$ cat src/rtl/eth_frame_tx.sv
// rtl/eth_frame_tx.sv - Ethernet II frame transmitter with RGMII-style DDR nibble output
//
// Builds one frame per accepted start request:
//   7x 55 preamble, D5 SFD, DA, SA, [802.1Q tag], EtherType, 16-bit sequence number,
//   payload read from external block RAM, zero padding up to the 64-byte minimum,
//   CRC-32 FCS (complemented, low byte first), then an inter-frame gap with busy held.
//
// Optional feature macro: ETH_TX_VLAN_EN
//   defined   : 4-byte tag (8100, VLAN_TCI) between SA and EtherType, pad threshold 40
//   undefined : no tag, VLAN_TCI unused, pad threshold 44
//
// Ports:
//   i_clk125     125 MHz byte clock
//   i_rst_n      asynchronous active-low reset
//   i_start      one-cycle frame request, honoured only while o_busy = 0
//   i_start_buf  payload buffer index, sampled with i_start (>= NBUF selects buffer 0)
//   i_len        payload length in bytes, sampled with i_start (clamped to PAYLOAD_MAX)
//   o_busy       high from accepted start through the last IFG cycle
//   o_done       one-cycle pulse on the first IFG cycle
//   o_seq        sequence number the next frame will carry
//   o_rd_addr    {buffer, byte offset} to the payload RAM
//   i_rd_data    payload RAM data, valid one cycle after o_rd_addr
//   o_txctl      RGMII TX_CTL (TX_EN only, TX_ER never asserted)
//   o_txd        RGMII TXD: clock high -> byte[3:0], clock low -> byte[7:4]

module eth_frame_tx #(
    parameter int          PAYLOAD_MAX = 1024,
    parameter int          NBUF        = 2,
    parameter logic [47:0] DST_MAC     = 48'h88dab8bf08,
    parameter logic [47:0] SRC_MAC     = 48'h666666666666,
    parameter logic [15:0] ETHERTYPE   = 16'h1919,
    parameter int          IFG_BYTES   = 12,
    parameter logic [15:0] VLAN_TCI    = 16'h0000,
    localparam int         BUF_W       = (NBUF > 1) ? $clog2(NBUF) : 1,
    localparam int         OFF_W       = $clog2(PAYLOAD_MAX),
    localparam int         LEN_W       = OFF_W + 1
) (
    input  logic                   i_clk125,
    input  logic                   i_rst_n,
    input  logic                   i_start,
    input  logic [BUF_W-1:0]       i_start_buf,
    input  logic [LEN_W-1:0]       i_len,
    output logic                   o_busy,
    output logic                   o_done,
    output logic [15:0]            o_seq,
    output logic [BUF_W+OFF_W-1:0] o_rd_addr,
    input  logic [7:0]             i_rd_data,
    output logic                   o_txctl,
    output logic [3:0]             o_txd
);

`ifdef ETH_TX_VLAN_EN
    localparam int                  HDR_LEN = 18;
    localparam int                  PAD_MIN = 40;
    localparam logic [HDR_LEN*8-1:0] HDR    = {DST_MAC, SRC_MAC, 16'h8100, VLAN_TCI, ETHERTYPE};
`else
    localparam int                  HDR_LEN = 14;
    localparam int                  PAD_MIN = 44;
    localparam logic [HDR_LEN*8-1:0] HDR    = {DST_MAC, SRC_MAC, ETHERTYPE};

    // VLAN_TCI has no role in the untagged build; folded into a dangling constant.
    logic w_unused_vlan;
    assign w_unused_vlan = ^VLAN_TCI;
`endif

    localparam logic [BUF_W:0] NBUF_EXT = (BUF_W + 1)'(NBUF);

    typedef enum logic [3:0] {
        S_IDLE,
        S_PRE,
        S_SFD,
        S_HDR,
        S_SEQ,
        S_PAY,
        S_PAD,
        S_FCS,
        S_IFG
    } state_t;

    state_t           r_state;
    logic [LEN_W-1:0] r_cnt;
    logic [LEN_W-1:0] r_len;
    logic [LEN_W-1:0] r_pad;
    logic [BUF_W-1:0] r_buf;
    logic [OFF_W-1:0] r_off;
    logic [15:0]      r_seq;
    logic [15:0]      r_seq_cap;
    logic [31:0]      r_crc;
    logic [7:0]       r_tx;
    logic             r_txctl;
    logic             r_busy;
    logic             r_done;

    logic [LEN_W-1:0] w_len;
    logic [LEN_W-1:0] w_pad;
    logic [BUF_W-1:0] w_buf;
    logic [7:0]       w_hdr_byte;
    logic [7:0]       w_byte;
    logic             w_off_more;

    // Reflected CRC-32 (poly EDB88320), one byte, LSB first.
    function automatic logic [31:0] crc32_byte(input logic [31:0] c, input logic [7:0] d);
        logic [31:0] x;
        x = c ^ {24'h0, d};
        for (int i = 0; i < 8; i++) begin
            x = x[0] ? ((x >> 1) ^ 32'hEDB88320) : (x >> 1);
        end
        return x;
    endfunction

    // Request sanitising: oversize lengths clamp, out-of-range buffers fall back to 0.
    always_comb begin
        w_len = (i_len > LEN_W'(PAYLOAD_MAX)) ? LEN_W'(PAYLOAD_MAX) : i_len;
        w_pad = (w_len < LEN_W'(PAD_MIN)) ? (LEN_W'(PAD_MIN) - w_len) : '0;
        w_buf = ({1'b0, i_start_buf} >= NBUF_EXT) ? '0 : i_start_buf;
    end

    always_comb begin
        w_hdr_byte = 8'h00;
        for (int k = 0; k < HDR_LEN; k++) begin
            if (r_cnt == LEN_W'(k)) begin
                w_hdr_byte = HDR[(HDR_LEN-1-k)*8 +: 8];
            end
        end
    end

    // Byte to be loaded into the tx register at the next edge, for the current phase.
    always_comb begin
        w_byte = 8'h00;
        case (r_state)
            S_PRE: w_byte = 8'h55;
            S_SFD: w_byte = 8'hD5;
            S_HDR: w_byte = w_hdr_byte;
            S_SEQ: w_byte = r_cnt[0] ? r_seq_cap[7:0] : r_seq_cap[15:8];
            S_PAY: w_byte = i_rd_data;
            S_FCS: begin
                case (r_cnt[1:0])
                    2'd0:    w_byte = ~r_crc[7:0];
                    2'd1:    w_byte = ~r_crc[15:8];
                    2'd2:    w_byte = ~r_crc[23:16];
                    default: w_byte = ~r_crc[31:24];
                endcase
            end
            default: w_byte = 8'h00;
        endcase
    end

    // RAM is read two edges ahead of the tx register: the address issued on the edge
    // that loads SEQ MSB is consumed on the edge that loads the first payload byte.
    assign w_off_more = ((LEN_W'(r_off) + LEN_W'(1)) < r_len);

    always_ff @(posedge i_clk125 or negedge i_rst_n) begin
        if (!i_rst_n) begin
            r_state   <= S_IDLE;
            r_cnt     <= '0;
            r_len     <= '0;
            r_pad     <= '0;
            r_buf     <= '0;
            r_off     <= '0;
            r_seq     <= 16'h0000;
            r_seq_cap <= 16'h0000;
            r_crc     <= 32'hFFFF_FFFF;
            r_tx      <= 8'h00;
            r_txctl   <= 1'b0;
            r_busy    <= 1'b0;
            r_done    <= 1'b0;
        end else begin
            r_done <= 1'b0;
            r_cnt  <= r_cnt + LEN_W'(1);

            case (r_state)
                S_IDLE: begin
                    r_tx    <= 8'h00;
                    r_txctl <= 1'b0;
                    r_cnt   <= '0;
                    if (i_start) begin
                        r_state   <= S_PRE;
                        r_busy    <= 1'b1;
                        r_len     <= w_len;
                        r_pad     <= w_pad;
                        r_buf     <= w_buf;
                        r_seq_cap <= r_seq;
                        r_crc     <= 32'hFFFF_FFFF;
                    end
                end

                S_PRE: begin
                    r_tx    <= w_byte;
                    r_txctl <= 1'b1;
                    if (r_cnt == LEN_W'(6)) begin
                        r_state <= S_SFD;
                        r_cnt   <= '0;
                    end
                end

                S_SFD: begin
                    r_tx    <= w_byte;
                    r_txctl <= 1'b1;
                    r_state <= S_HDR;
                    r_cnt   <= '0;
                end

                S_HDR: begin
                    r_tx    <= w_byte;
                    r_txctl <= 1'b1;
                    r_crc   <= crc32_byte(r_crc, w_byte);
                    if (r_cnt == LEN_W'(HDR_LEN - 1)) begin
                        r_state <= S_SEQ;
                        r_cnt   <= '0;
                    end
                end

                S_SEQ: begin
                    r_tx    <= w_byte;
                    r_txctl <= 1'b1;
                    r_crc   <= crc32_byte(r_crc, w_byte);
                    if (r_cnt == LEN_W'(0)) begin
                        r_off <= '0;
                    end else begin
                        if (w_off_more) begin
                            r_off <= r_off + OFF_W'(1);
                        end
                        r_cnt <= '0;
                        if (r_len != '0) begin
                            r_state <= S_PAY;
                        end else if (r_pad != '0) begin
                            r_state <= S_PAD;
                        end else begin
                            r_state <= S_FCS;
                        end
                    end
                end

                S_PAY: begin
                    r_tx    <= w_byte;
                    r_txctl <= 1'b1;
                    r_crc   <= crc32_byte(r_crc, w_byte);
                    if (w_off_more) begin
                        r_off <= r_off + OFF_W'(1);
                    end
                    if (r_cnt == r_len - LEN_W'(1)) begin
                        r_cnt   <= '0;
                        r_state <= (r_pad != '0) ? S_PAD : S_FCS;
                    end
                end

                S_PAD: begin
                    r_tx    <= w_byte;
                    r_txctl <= 1'b1;
                    r_crc   <= crc32_byte(r_crc, w_byte);
                    if (r_cnt == r_pad - LEN_W'(1)) begin
                        r_cnt   <= '0;
                        r_state <= S_FCS;
                    end
                end

                S_FCS: begin
                    r_tx    <= w_byte;
                    r_txctl <= 1'b1;
                    if (r_cnt == LEN_W'(3)) begin
                        r_cnt   <= '0;
                        r_state <= S_IFG;
                        r_seq   <= r_seq + 16'd1;
                    end
                end

                S_IFG: begin
                    r_tx    <= 8'h00;
                    r_txctl <= 1'b0;
                    r_done  <= (r_cnt == LEN_W'(0));
                    if (r_cnt == LEN_W'(IFG_BYTES - 1)) begin
                        r_cnt   <= '0;
                        r_state <= S_IDLE;
                        r_busy  <= 1'b0;
                    end
                end

                default: begin
                    r_state <= S_IDLE;
                    r_cnt   <= '0;
                    r_busy  <= 1'b0;
                    r_txctl <= 1'b0;
                end
            endcase
        end
    end

    assign o_busy    = r_busy;
    assign o_done    = r_done;
    assign o_seq     = r_seq;
    assign o_rd_addr = {r_buf, r_off};
    assign o_txctl   = r_txctl;
    // DDR nibble select on clock level; in silicon this maps onto an output DDR cell.
    assign o_txd     = i_clk125 ? r_tx[3:0] : r_tx[7:4];

endmodule

$ cat config.mk
export PLATFORM = sky130hd
export DESIGN_NAME = eth_frame_tx
export DESIGN_NICKNAME = d
export VERILOG_FILES = /design/src/rtl/eth_frame_tx.sv
export SDC_FILE = /design/constraint.sdc
export NUM_CORES = 1
export LEC_CHECK = 0
export BUFFER_PORTS_ARGS = -buffer_cell sky130_fd_sc_hd__buf_4
export CELL_PAD_IN_SITES_DETAIL_PLACEMENT = 1
export CELL_PAD_IN_SITES_GLOBAL_PLACEMENT = 2
export CORE_ASPECT_RATIO = 2
export CORE_MARGIN = 2
export CORE_UTILIZATION = 42
export DETAILED_ROUTE_END_ITERATION = 16
export PLACE_DENSITY = 0.89
export SLEW_MARGIN = 20
export SYNTH_ARGS = -nofsm -noshare
export SYNTH_HDL_FRONTEND = slang
export SYNTH_SLANG_ARGS = --single-unit
$ cat constraint.sdc
create_clock -name i_clk125 -period 9.1 [get_ports i_clk125]
set_input_delay 0.91 -clock i_clk125 [delete_from_list [all_inputs] [get_ports i_clk125]]
set_output_delay 0.91 -clock i_clk125 [all_outputs]
set_load 0.02 [all_outputs]
==> qor.yml <==
drt:
  drc: 0
  via_per_inst: 5.499
  wl_per_cell_um: 20.57
  vias: 6571
  first_pass_iters: 4
  routed_wl_um: 24580
  ant_nets: 0
  drtIter0Drc: 170
critical_path:
  worst-path-max-fanout: 2
  crit_type: "clk2out"
  cp.required_ns: 8.19
  end_kind: "primary output"
  arrival_ns: 5.24
  cp-start-kind: "clock port"
cells_and_area:
  drive_above_1_share_pct: 18.40
  nets: 972
  area_growth_pct: 16.54
  layout_common_cells: "130 x nand2_1, 91 x dfrtp_1, 86 x xnor2_1, 78 x nor2_1, 61 x buf_4"
  final_common_cell: "nand2_1"
  layout.cell_area.non_filler_sq_um: 9346
  antenna_cells: 0
sta:
  finalSetupViolCount: 0
  relSlewSlack_pct: 36.92
  finClkSkew_ns: 0.01105
  rsz0062_at_grt: "false"
  setup-tns-final_ns: 0
  hold_viol_final: 0
  tightest_slew_ns: 0.9463
  drv_slew: 0
  fin_hold_ws_ns: 0.3819
global_routing:
  grt_usage_pct: 26.00
  grt_overflow: 0
  grt_pass1_wl_um: 38850
  antenna_found_initial: 0
  first_global_vias: 7288
  grt_max_degree: 73
yosys:
  postSynthCellCount: 884
  yosysWarnings: 0
  synth-main-ff-cell: "dfrtp_1"
  synth-seq-area-share_pct: 38.88
  avgSynthCellArea_sq_um: 9.073
  async_flop_share_pct: 100.0
  synth-seq-cells: 123
  synthTopCellsByArea: "dfrtp_1 28%, dfstp_2 10%, xnor2_1 9.4%"
  synth_edf_count: 0
  yosys.cell_types.count: 78
  yosysTopAreaCell: "dfrtp_1"
  syn_area_sq_um: 8020
  yosysTopAreaCellShare_pct: 28.39
  syn_nets: 929
cts:
  clk_pin_slew_ns: 0.06
  cts_hold_buf: 0
  cts_resized: 0
  clock_latency_ns: 0.55
  cts_tree: "built"
  postCtsSetupRepairBufs: 0
die:
  io_pins: 57
  die_y_um: 199.4
  chipWidth_um: 101.7
  core_area_sq_um: 18740
  placementRows: 71
  initial_core_util_pct: 42.79
  die_area_sq_um: 20280
pwr:
  ir_drop_mv: 0.1246
  p_per_area_nw_per_um2: 295.8
  p_leak_uw: 0.004114
place:
  gp_congestion: 0.8946
  io_buffers: 56
  place_area_sq_um: 8628
  dpl.hpwl_um: 18720
status:
  status: "finished, final reports clean"
flow_run:
  cap_viol_max_count: 0
worst_hold_path:
  hp-class: "in2async"
## final timing paths
kind / from / end / slack [ns] / cells after the start
max: i_clk125 / o_txd[3] / 2.95 / 4
min: i_rst_n / o_seq[10] / 0.38 / 1
max reg2reg: r_cnt[0] / r_crc[19] / 4.47 / 11
min reg2reg: r_tx[7] / r_tx[7] / 0.48 / 2
max in group asynchronous: i_rst_n / r_len[9] / 7.30 / 2
min in group i_clk125: r_tx[7] / r_tx[7] / 0.48 / 2
## per-layer routing
metal | global-route usage (%) | part of all wire, % | vias up
li1 | - | - | 3104
met4 | 19.92 | 6.9 | 0
met5 | 0 | 0 | -
met2 | 48.54 | 57 | 133
met3 | 5.352 | 2.6 | 79
met1 | 23.42 | 34 | 3255
## critical path: stages
cell and delay [ns]:
clkbuf_16 0.13, clkbuf_16 0.13, mux2_2 0.27, buf_4 0.16
## flip-flops by register name, indices dropped and copies added (netlist names), 4 cells and up
name / count
o_seq: 16
r_tx: 8
r_len: 11
r_state: 4
r_off: 10
r_pad: 11
r_crc: 32
r_cnt: 11
r_seq_cap: 16
## cells in the mapped netlist, types with 5 or more instances
cell type,instances
nand2_1,130
dfrtp_1,91
xnor2_1,86
nor2_1,79
a21oi_1,49
o21ai_0,43
xor2_1,40
inv_1,36
dfstp_2,32
clkbuf_1,26
ha_1,22
nor2b_1,22
nand3_1,19
nand2b_1,16
nor3_1,16
a31oi_1,11
and3_1,10
mux2_2,10
nor4_1,10
a211oi_1,8
xnor2_2,8
buf_2,7
nand3b_1,7
a2111oi_0,6
buf_1,5
nand4_1,5
o21a_1,5
o22ai_1,5
## cells by family after synthesis
family / synth area share, %
xor+xnor: 17.38
mux: 1.903
flops: 38.88
compound gates: 14.26
buf+inv: 3.947
fa+ha+maj: 3.432
simple gates: 20.20
## metrics by stage
| stage | cells | power, uW | util, % | setup slack, ns |
|---|---|---|---|---|
| 5_1_grt | 1195 | 2903 | 49.86 | 2.940 |
| 2_1_floorplan | 884 | 1681 | - | 3.334 |
| 3_3_place_gp | 1159 | 1921 | 46.03 | 3.246 |
| 3_5_place_dp | 1159 | 1971 | 46.03 | 3.246 |
| 6_report | 1195 | 2764 | 49.86 | 2.953 |
| 4_1_cts | 1195 | 2795 | 49.86 | 2.947 |
## area by class of cell
type / instances / area (sq um)
clock buffer: 27 / 583.1
clock inverter: 13 / 165.2
multi-input combinational: 684 / 4598
tap: 255 / 319.1
inverter: 36 / 135.1
fill: 2144 / 9398
sequential: 123 / 3118
timing repair buffer: 57 / 427.9
## power by group
group	switching [uW]	internal, uW	leakage (uW)
Combinational	554	524	0.00224
Clock	307	546	0.000376
Sequential	111	722	0.00150
Total	972	1790	0.00411
No activity file was read; power rests on OpenSTA's default activity.
